## src/rtl/temp_levels_pkg.sv

```systemverilog
// Shared temperature thresholds, level encoding and the plain classifier
// used by the temperature level front-end.
package temp_levels_pkg;

    localparam int T25 = 25;
    localparam int T27 = 27;
    localparam int T30 = 30;

    typedef enum logic [1:0] {
        LVL_NONE = 2'd0,
        LVL_25   = 2'd1,
        LVL_27   = 2'd2,
        LVL_30   = 2'd3
    } level_t;

    function automatic level_t classify(input logic [31:0] x);
        if (x >= 32'(T30))      return LVL_30;
        else if (x >= 32'(T27)) return LVL_27;
        else if (x >= 32'(T25)) return LVL_25;
        else                    return LVL_NONE;
    endfunction

endpackage

```

## src/rtl/temp_level_classifier_sync_debounce.sv

```systemverilog
// Two-flop synchronizer followed by a stable-count debouncer; deb_nxt lets
// the parent register derived flags on the same edge that deb flips.
module sync_debounce #(
    parameter int DEB_CYCLES = 16
) (
    input  logic clk,
    input  logic reset,
    input  logic din,
    output logic deb,
    output logic deb_nxt
);

    localparam int CW = $clog2(DEB_CYCLES + 1);

    logic [1:0]    sync_q;
    logic [CW-1:0] cnt_q;
    logic [CW-1:0] cnt_nxt;

    always_comb begin
        deb_nxt = deb;
        cnt_nxt = '0;
        if (sync_q[1] != deb) begin
            if (cnt_q == CW'(DEB_CYCLES - 1)) deb_nxt = ~deb;
            else                              cnt_nxt = cnt_q + 1'b1;
        end
    end

    always_ff @(posedge clk or negedge reset) begin
        if (!reset) begin
            sync_q <= '0;
            cnt_q  <= '0;
            deb    <= 1'b0;
        end else begin
            sync_q <= {sync_q[0], din};
            cnt_q  <= cnt_nxt;
            deb    <= deb_nxt;
        end
    end

endmodule

```

## src/rtl/temp_level_classifier.sv

```systemverilog
// Turns sampled temperature and raw presence into filtered, registered
// one-hot condition flags for the alarm state machine.
module temp_level_classifier
    import temp_levels_pkg::*;
#(
    parameter int TEMP_W         = 8,
    parameter int PERSIST        = 4,
    parameter int HYST           = 1,
    parameter int DEB_CYCLES     = 16,
    parameter int TIMEOUT_CYCLES = 1000
) (
    input  logic              clk,
    input  logic              reset,
    input  logic [TEMP_W-1:0] temp,
    input  logic              temp_valid,
    input  logic              corp_raw,
    output logic              t_25,
    output logic              t_27,
    output logic              t_30,
    output logic              t_corp,
    output logic [1:0]        level,
    output logic              stale
);

    localparam int          PCW  = $clog2(PERSIST + 1);
    localparam int          TCW  = $clog2(TIMEOUT_CYCLES + 1);
    localparam logic [31:0] TMAX = 32'((64'd1 << TEMP_W) - 64'd1);

    level_t         level_q, level_nxt, pend_q, pend_nxt, cand, c_raw;
    logic [PCW-1:0] pcnt_q, pcnt_nxt;
    logic [TCW-1:0] tcnt_q, tcnt_nxt;
    logic           stale_q, stale_nxt;
    logic           deb, deb_nxt;
    logic [31:0]    t_ext, t_hyst;

    sync_debounce #(.DEB_CYCLES(DEB_CYCLES)) u_corp (
        .clk     (clk),
        .reset   (reset),
        .din     (corp_raw),
        .deb     (deb),
        .deb_nxt (deb_nxt)
    );

    // Falling out of a level needs temp+HYST below the threshold; the sum saturates.
    always_comb begin
        t_ext  = 32'(temp);
        t_hyst = t_ext + 32'(HYST);
        if (t_hyst > TMAX) t_hyst = TMAX;
        c_raw = classify(t_ext);
        cand  = (c_raw >= level_q) ? c_raw : classify(t_hyst);
    end

    always_comb begin
        level_nxt = level_q;
        pend_nxt  = pend_q;
        pcnt_nxt  = pcnt_q;
        tcnt_nxt  = tcnt_q;
        stale_nxt = stale_q;
        if (temp_valid) begin
            tcnt_nxt  = '0;
            stale_nxt = 1'b0;
            if (cand == level_q) begin
                pcnt_nxt = '0;
            end else if (cand == pend_q && pcnt_q != '0) begin
                if (pcnt_q == PCW'(PERSIST - 1)) begin
                    level_nxt = cand;
                    pcnt_nxt  = '0;
                end else begin
                    pcnt_nxt = pcnt_q + 1'b1;
                end
            end else begin
                pend_nxt = cand;
                if (PERSIST == 1) begin
                    level_nxt = cand;
                    pcnt_nxt  = '0;
                end else begin
                    pcnt_nxt = PCW'(1);
                end
            end
        end else if (tcnt_q != TCW'(TIMEOUT_CYCLES)) begin
            tcnt_nxt = tcnt_q + 1'b1;
            if (tcnt_q == TCW'(TIMEOUT_CYCLES - 1)) begin
                stale_nxt = 1'b1;
                level_nxt = LVL_NONE;
                pend_nxt  = LVL_NONE;
                pcnt_nxt  = '0;
            end
        end
    end

    always_ff @(posedge clk or negedge reset) begin
        if (!reset) begin
            level_q <= LVL_NONE;
            pend_q  <= LVL_NONE;
            pcnt_q  <= '0;
            tcnt_q  <= '0;
            stale_q <= 1'b0;
            t_25    <= 1'b0;
            t_27    <= 1'b0;
            t_30    <= 1'b0;
            t_corp  <= 1'b0;
        end else begin
            level_q <= level_nxt;
            pend_q  <= pend_nxt;
            pcnt_q  <= pcnt_nxt;
            tcnt_q  <= tcnt_nxt;
            stale_q <= stale_nxt;
            // Presence masks every temperature flag so at most one flag is ever high.
            t_25    <= (level_nxt == LVL_25) & ~deb_nxt;
            t_27    <= (level_nxt == LVL_27) & ~deb_nxt;
            t_30    <= (level_nxt == LVL_30) & ~deb_nxt;
            t_corp  <= deb_nxt;
        end
    end

    assign level = level_q;
    assign stale = stale_q;

endmodule
```

## config.mk

```make
export PLATFORM = sky130hd
export DESIGN_NAME = temp_level_classifier
export DESIGN_NICKNAME = d
export VERILOG_FILES = /design/src/rtl/temp_levels_pkg.sv /design/src/rtl/temp_level_classifier_sync_debounce.sv /design/src/rtl/temp_level_classifier.sv
export SDC_FILE = /design/constraint.sdc
export NUM_CORES = 1
export LEC_CHECK = 0
export CAP_MARGIN = 10
export CELL_PAD_IN_SITES_DETAIL_PLACEMENT = 0
export CELL_PAD_IN_SITES_GLOBAL_PLACEMENT = 1
export CORE_ASPECT_RATIO = 1.75
export CORE_UTILIZATION = 41
export CTS_BUF_LIST = sky130_fd_sc_hd__clkbuf_4 sky130_fd_sc_hd__clkbuf_8
export DETAILED_ROUTE_END_ITERATION = 7
export GPL_TIMING_DRIVEN = 1
export MAX_ROUTING_LAYER = met4
export PLACE_DENSITY = 0.86
export SETUP_SLACK_MARGIN = 0.5
export SYNTH_ARGS = -nofsm -noshare
export SYNTH_HDL_FRONTEND = slang
export SYNTH_SLANG_ARGS = --single-unit
```

## constraint.sdc

```tcl
create_clock -name clk -period 2.2 [get_ports clk]
set_input_delay 0.22 -clock clk [delete_from_list [all_inputs] [get_ports clk]]
set_output_delay 0.22 -clock clk [all_outputs]
set_load 0.1 [all_outputs]
```

Word level (Yosys, flattened, before mapping). Cells that the tools add are included.

Add/subtract/negate cells: 4. $lt $le $gt $ge: 8. Equality and inequality tests: 12. Mux-type cells: 34. Bitwise gates (word level): 5. Reduce and logical (&&, ||, !) cells: 6.

Operators with widths (count): $ge 32x5->1 const B (3); $mux 2 (16); $ge 8x5->1 const B (3); $mux 10 (2); $mux 3 (6); $add 10x1->10 const B (1); $eq 10x10->1 const B (1); $mux 5 (2); $ne 10x10->1 const B (1); $add 8x1->9 const B (1); $gt 9x8->1 const B (1); $mux 9 (1); $mux 1 (7); $add 5x1->5 const B (1); $eq 5x4->1 const B (1); $eq 2x2->1 (2); $eq 2x2->1 const B (2); $ne 2x2->1 const B (2); $reduce_and 4->1 (1); $reduce_bool 2->1 (2); $add 3x1->3 const B (1); $and 1x1->1 (3); $eq 3x2->1 const B (1); $reduce_bool 3->1 (1); other kinds (6) (7).

Flip-flop bits (word level): 29. Input bits: 12. Output and inout bits: 7. Word-level logic and storage cells: 80.

Depth between registers and ports, before layout. Gate-level depths: netlist of run 1.

Depth in word-level cells: 15. Gate-level depth with buffers: 15. Depth with buffers taken out: 14.

By module. From an unflattened synthesis of run 1, not the netlist that was laid out.

Cells, all modules: 210. Area total of the unflattened synthesis: 1979.4 um^2.

By module, submodules not included: temp_level_classifier (instances 1, cells each 187, area an instance 1675.4 um^2, seq. area each 550.5 um^2); sync_debounce (instances 1, cells each 23, area an instance 304.0 um^2, seq. area each 200.2 um^2).

Least setup slack after synthesis of run 1. Ideal clock, no wire load.

Kind: input -> register. From: input port temp[0]. To: register pend_q[0]. Setup time: 0.133 ns. Data arrival time: 3.012 ns. Required time: 2.067 ns. Setup slack: -0.945 ns. Stages on the path: 15. Path buffers: 1. Path through: buf_2 > inv_1 > ha_1 > o21ai_0 > o31ai_1 > a31oi_1 > ha_1 > nand2b_1 > a21o_1 > a2111oi_4 > a32oi_4 > xnor2_1 > a32oi_1 > mux2i_1 > mux2i_1.

Word-level cells in the longest chain between the ends: 12. Elaborated cells between the ends (all ways): 26. Those cells by class: 1 x add/sub; 8 x order compare; 4 x eq/ne; 11 x mux; 2 x reduce/logical.

RTL lines: from (decl) (line temp_level_classifier.sv:14) `input logic [TEMP_W-1:0] temp,`; $add 8x1->9 (line temp_level_classifier.sv:47) `t_hyst = t_ext + 32'(HYST);`; $gt 9x8->1 (line temp_level_classifier.sv:48) `if (t_hyst > TMAX) t_hyst = TMAX;`; $mux 9 (line temp_level_classifier.sv:48); $ge 32x5->1 (line temp_levels_pkg.sv:19) `else if (x >= 32'(T25)) return LVL_25;`; $mux 1 (line temp_levels_pkg.sv:19); $mux 2 (line temp_levels_pkg.sv:18) `else if (x >= 32'(T27)) return LVL_27;`; $mux 2 (line temp_levels_pkg.sv:17) `if (x >= 32'(T30)) return LVL_30;`; $mux 2 * (line temp_level_classifier.sv:50) `cand = (c_raw >= level_q) ? c_raw : classify(t_hyst);`; $eq 2x2->1 (line temp_level_classifier.sv:64) `end else if (cand == pend_q && pcnt_q != '0) begin`; $logic_and 1x1->1 (line temp_level_classifier.sv:64); $ne 2x2->1 (no source line); $reduce_and 4->1 (no source line); to (signal assigned) (line temp_level_classifier.sv:104) `pend_q <= pend_nxt;`; to (decl) (line temp_level_classifier.sv:29) `level_t level_q, level_nxt, pend_q, pend_nxt, cand, c_raw;`.

Mark *: on every way between the ends. The rest lies on a longest branch, timed or not. The select of a mux whose other input is x is not followed. A chain may end at the register's enable or synchronous reset.

Final worst setup path of run 1.
From: input port temp[1]. To: register pend_q[0].

Same word-level chain as after synthesis.

==> impl_metrics.env, run 1 <==
export IMPL_fin_area_um2=2650
export IMPL_cts_root_buf="clkbuf_8"
export IMPL_synth_cells=180
export IMPL_rows=31
export IMPL_total_power_uw=2420
export IMPL_ys_seq_elements=29
export IMPL_rrSetupSlack_ns=-0.23
export IMPL_status="finished, violations left"
export IMPL_skew_ns=0.00528
export IMPL_overflow=0
export IMPL_cts_tree="built"
export IMPL_grt_pass1_wl_mm=6.85
export IMPL_grt_usage=0.199
export IMPL_cap_violations=0
export IMPL_num_antenna_cells=0
export IMPL_required_ns=2.36
export IMPL_synth_compound_area_frac=0.148
export IMPL_port_buffers=18
export IMPL_end_kind="flip-flop"
export IMPL_finalHoldViolCount=0
export IMPL_drtIter0Drc=16
export IMPL_drive_gt1_frac=0.400
export IMPL_synthMuxAreaShare=0.0339
export IMPL_drt_total_wl_mm=4.13
export IMPL_start_kind="input port"
export IMPL_yosysSeqAreaShare=0.401
export IMPL_slew_headroom=0.711
export IMPL_worstSkewPairLatency_ns=0.28
export IMPL_finalCriticalPeriod_ns=2.77
export IMPL_r2r_cells=9
export IMPL_peakVddDrop_mv=0.697
export IMPL_rsz0062_at_grt="yes"
export IMPL_die_x_um=52.2
export IMPL_final_nets=262
export IMPL_core_area_um2=4190
export IMPL_fin_crit_sh=1.26
export IMPL_seqCellArea_um2=727
export IMPL_postRouteAntennaNets=0
export IMPL_start_util=0.432
export IMPL_cp_endpoint="pend_q[0]"
export IMPL_setup_viol=10
export IMPL_clkTransAtPathRegs_ns=0.06
export IMPL_p_per_area_nw_per_um2=915
export IMPL_synth_top_family_by_area="simple AND/OR/NAND/NOR gates"
export IMPL_power_leakage_uw=0.00118
export IMPL_finalWorstSetupSlack_ns=-0.571
export IMPL_ios=19
export IMPL_async_flop_share=1.00
export IMPL_grt_max_degree=30
export IMPL_crit_fanout=4
export IMPL_gp_congestion=0.740
export IMPL_grt_pass1_vias=1601
export IMPL_synthesis_nets=203
export IMPL_synth_xor_area_share=0.0920
export IMPL_r2r_end="pend_q[0]"
export IMPL_ys_warn_count=0
export IMPL_max_freq_mhz=361
export IMPL_startpoint="temp[1]"
export IMPL_post_place_ws_ns=-1.41
export IMPL_hold_class="input port to asynchronous set/reset pin"
export IMPL_worstSetupPathType="input port to flip-flop"
export IMPL_synth_edff_count=0
export IMPL_cts_hold_buf=0
export IMPL_r2r_start="level[0]"
export IMPL_avgSynthCellArea_um2=10.1
export IMPL_synth_area_um2=1810
export IMPL_dieHeight_um=89.9
export IMPL_vias_per_cell=5.27
export IMPL_multi_input_area_um2=1210
export IMPL_num_vias=1524
export IMPL_tightest_slew_ns=0.432
export IMPL_synth_distinct_cells=45
export IMPL_hpwl_mm=2.91
export IMPL_ys_flop_type="dfrtp_1"
export IMPL_arrival_ns=2.94
export IMPL_fillers=345
export IMPL_ctsLongestPathBuffers=2
export IMPL_place_area_um2=2220
export IMPL_clock_sinks=29
export IMPL_syn2layout_area_growth_pct=46.2
export IMPL_synth_simple_area_share=0.214
export IMPL_final_max_slew_viol_count=0
export IMPL_die_area_um2=4690
export IMPL_antenna_found_initial=0
export IMPL_drc_errors=0
export IMPL_h_tree_depth=2
export IMPL_max_stage_delay_ns=0.29
export IMPL_dr_pass1_iters=4
export IMPL_path_cells="buf_6 > buf_6 > ha_4 > o21ai_4 > o31ai_4 > a31oi_4 > ha_4 > nand2b_4 > a21o_1 > a2111oi_4 > a32oi_4 > xnor2_4 > a32oi_2 > mux2i_1 > mux2i_1"
export IMPL_cp_slowest_cell="a2111oi_4"
export IMPL_avgRoutedWirePerCell_um=14.3
export IMPL_violations="negative setup slack"
export IMPL_synth_fa_ha_area_frac=0.0761
export IMPL_numCtsBuffers=5
==> report_power, final <==
group | internal (uW) | switching (uW)
Clock | 449 | 196
Sequential | 611 | 65.5
Combinational | 440 | 658
Total | 1500 | 920
==> cells by family (layout without fill, tap and decap cells) <==
| group | count (synthesis) | in the layout |
|---|---|---|
| muxes | 6 | 6 |
| and+or+nand+nor | 69 | 69 |
| DFF | 29 | 29 |
| buffers and inverters | 16 | 76 |
| AOI/OAI and AO/OA | 33 | 33 |
| adders and majority gates | 11 | 11 |
| xor gates and xnor gates | 16 | 16 |
==> sequential cells by signal, indices dropped and copies added (netlist names) <==
signal / count
level: 2
u_corp.sync_q: 2
u_corp.deb: 1
t_27: 1
stale: 1
pend_q: 2
pcnt_q: 3
t_30: 1
t_25: 1
u_corp.cnt_q: 5
tcnt_q: 10
==> through the flow <==
stage | setup TNS (ns) | utilization | hold WS [ns] | instances
floorplan | -7.66 | - | -0.0756 | 180
global placement | -12.10 | 0.530 | 0.334 | 267
detailed placement | -13.28 | 0.530 | 0.339 | 267
CTS | -4.87 | 0.619 | 0.323 | 285
global route | -6.54 | 0.631 | 0.344 | 289
finish | -4.96 | 0.631 | 0.318 | 289
==> per-layer routing <==
layer  wire [um]  share of wire  track usage
met1        1420           0.34        0.180
met2        2500           0.61        0.384
met3         115          0.028       0.0305
met4          95          0.023       0.0768
met5           0              0            -
==> final cells by class <==
cell class | count | share of cell area
inverter | 11 | 0.0156
clock inverter | 3 | 0.0246
timing repair buffer | 57 | 0.179
multi-input combinational | 135 | 0.456
sequential | 29 | 0.275
clock buffer | 5 | 0.0260
tap | 49 | 0.0232
==> timing repair <==
action	CTS	global route
setup buffers	10	4
cloned	0	0
setup endpoints to repair	14	14
resized for setup	44	5
pin swaps	15	5
==> synth_stat cells, types with 2 or more instances <==
library cell | number | share of area
a21bo_2 | 2 | 0.011
xor2_1 | 7 | 0.034
o31ai_1 | 4 | 0.017
and3_1 | 4 | 0.014
nand4_1 | 5 | 0.017
or3_1 | 4 | 0.014
o21bai_1 | 2 | 0.0083
xnor2_1 | 7 | 0.034
nor3b_1 | 3 | 0.012
nand2b_1 | 4 | 0.014
dfrtp_1 | 29 | 0.40
nor2b_1 | 3 | 0.010
nand2_1 | 11 | 0.023
o21ai_0 | 7 | 0.019
inv_1 | 11 | 0.023
a21oi_1 | 7 | 0.019
nor3_1 | 5 | 0.014
nor2_1 | 12 | 0.025
and2_1 | 2 | 0.0069
ha_1 | 11 | 0.076
buf_2 | 3 | 0.0083
nand3_1 | 9 | 0.025
mux2i_1 | 5 | 0.028
clkbuf_1 | 2 | 0.0042
==> worst min-delay path by stage <==
stage and endpoint:
2_1_floorplan level[0], 3_3_place_gp u_corp.sync_q[1], 3_5_place_dp u_corp.sync_q[1], 4_1_cts stale, 5_1_grt tcnt_q[7], 6_report tcnt_q[9]
==> layout by cell type, fill, tap and decap left out, drive strengths merged, types with 3 or more instances in the layout <==
cell type | synthesis | layout
nor2 | 12 | 12
ha | 11 | 11
buf | 3 | 48
nand4 | 5 | 5
xnor2 | 9 | 9
inv | 11 | 11
o31ai | 4 | 4
nand2b | 4 | 4
or3 | 4 | 4
mux2i | 5 | 5
nor3 | 6 | 6
dlygate4sd2 | 0 | 3
dfrtp | 29 | 29
nand3 | 9 | 9
nand2 | 12 | 12
o21ai | 8 | 8
and3 | 5 | 5
xor2 | 7 | 7
a21oi | 8 | 8
nor3b | 4 | 4
nor2b | 3 | 3
clkbuf | 2 | 5
clkdlybuf4s50 | 0 | 5
==> worst max-delay path, delay by kind of cell <==
family | cells | cell delay (ns)
adders and majority gates | 2 | 0.39
AOI/OAI and AO/OA | 7 | 1.49
xor gates and xnor gates | 1 | 0.19
muxes | 2 | 0.30
and+or+nand+nor | 1 | 0.13
buffers and inverters | 2 | 0.22
Power figures use the tool's default switching activity.
==> run 2: changes to the inputs <==
--- a/config.mk
+++ b/config.mk
@@ -11,6 +11,7 @@
 export CORE_ASPECT_RATIO = 1.75
 export CORE_UTILIZATION = 41
 export CTS_BUF_LIST = sky130_fd_sc_hd__clkbuf_4 sky130_fd_sc_hd__clkbuf_8
+export CTS_CLUSTER_SIZE = 25
 export DETAILED_ROUTE_END_ITERATION = 7
 export GPL_TIMING_DRIVEN = 1
 export MAX_ROUTING_LAYER = met4
==> results of run 2 <==
No change in the layout: final DEF, timing and power equal those of run 1.
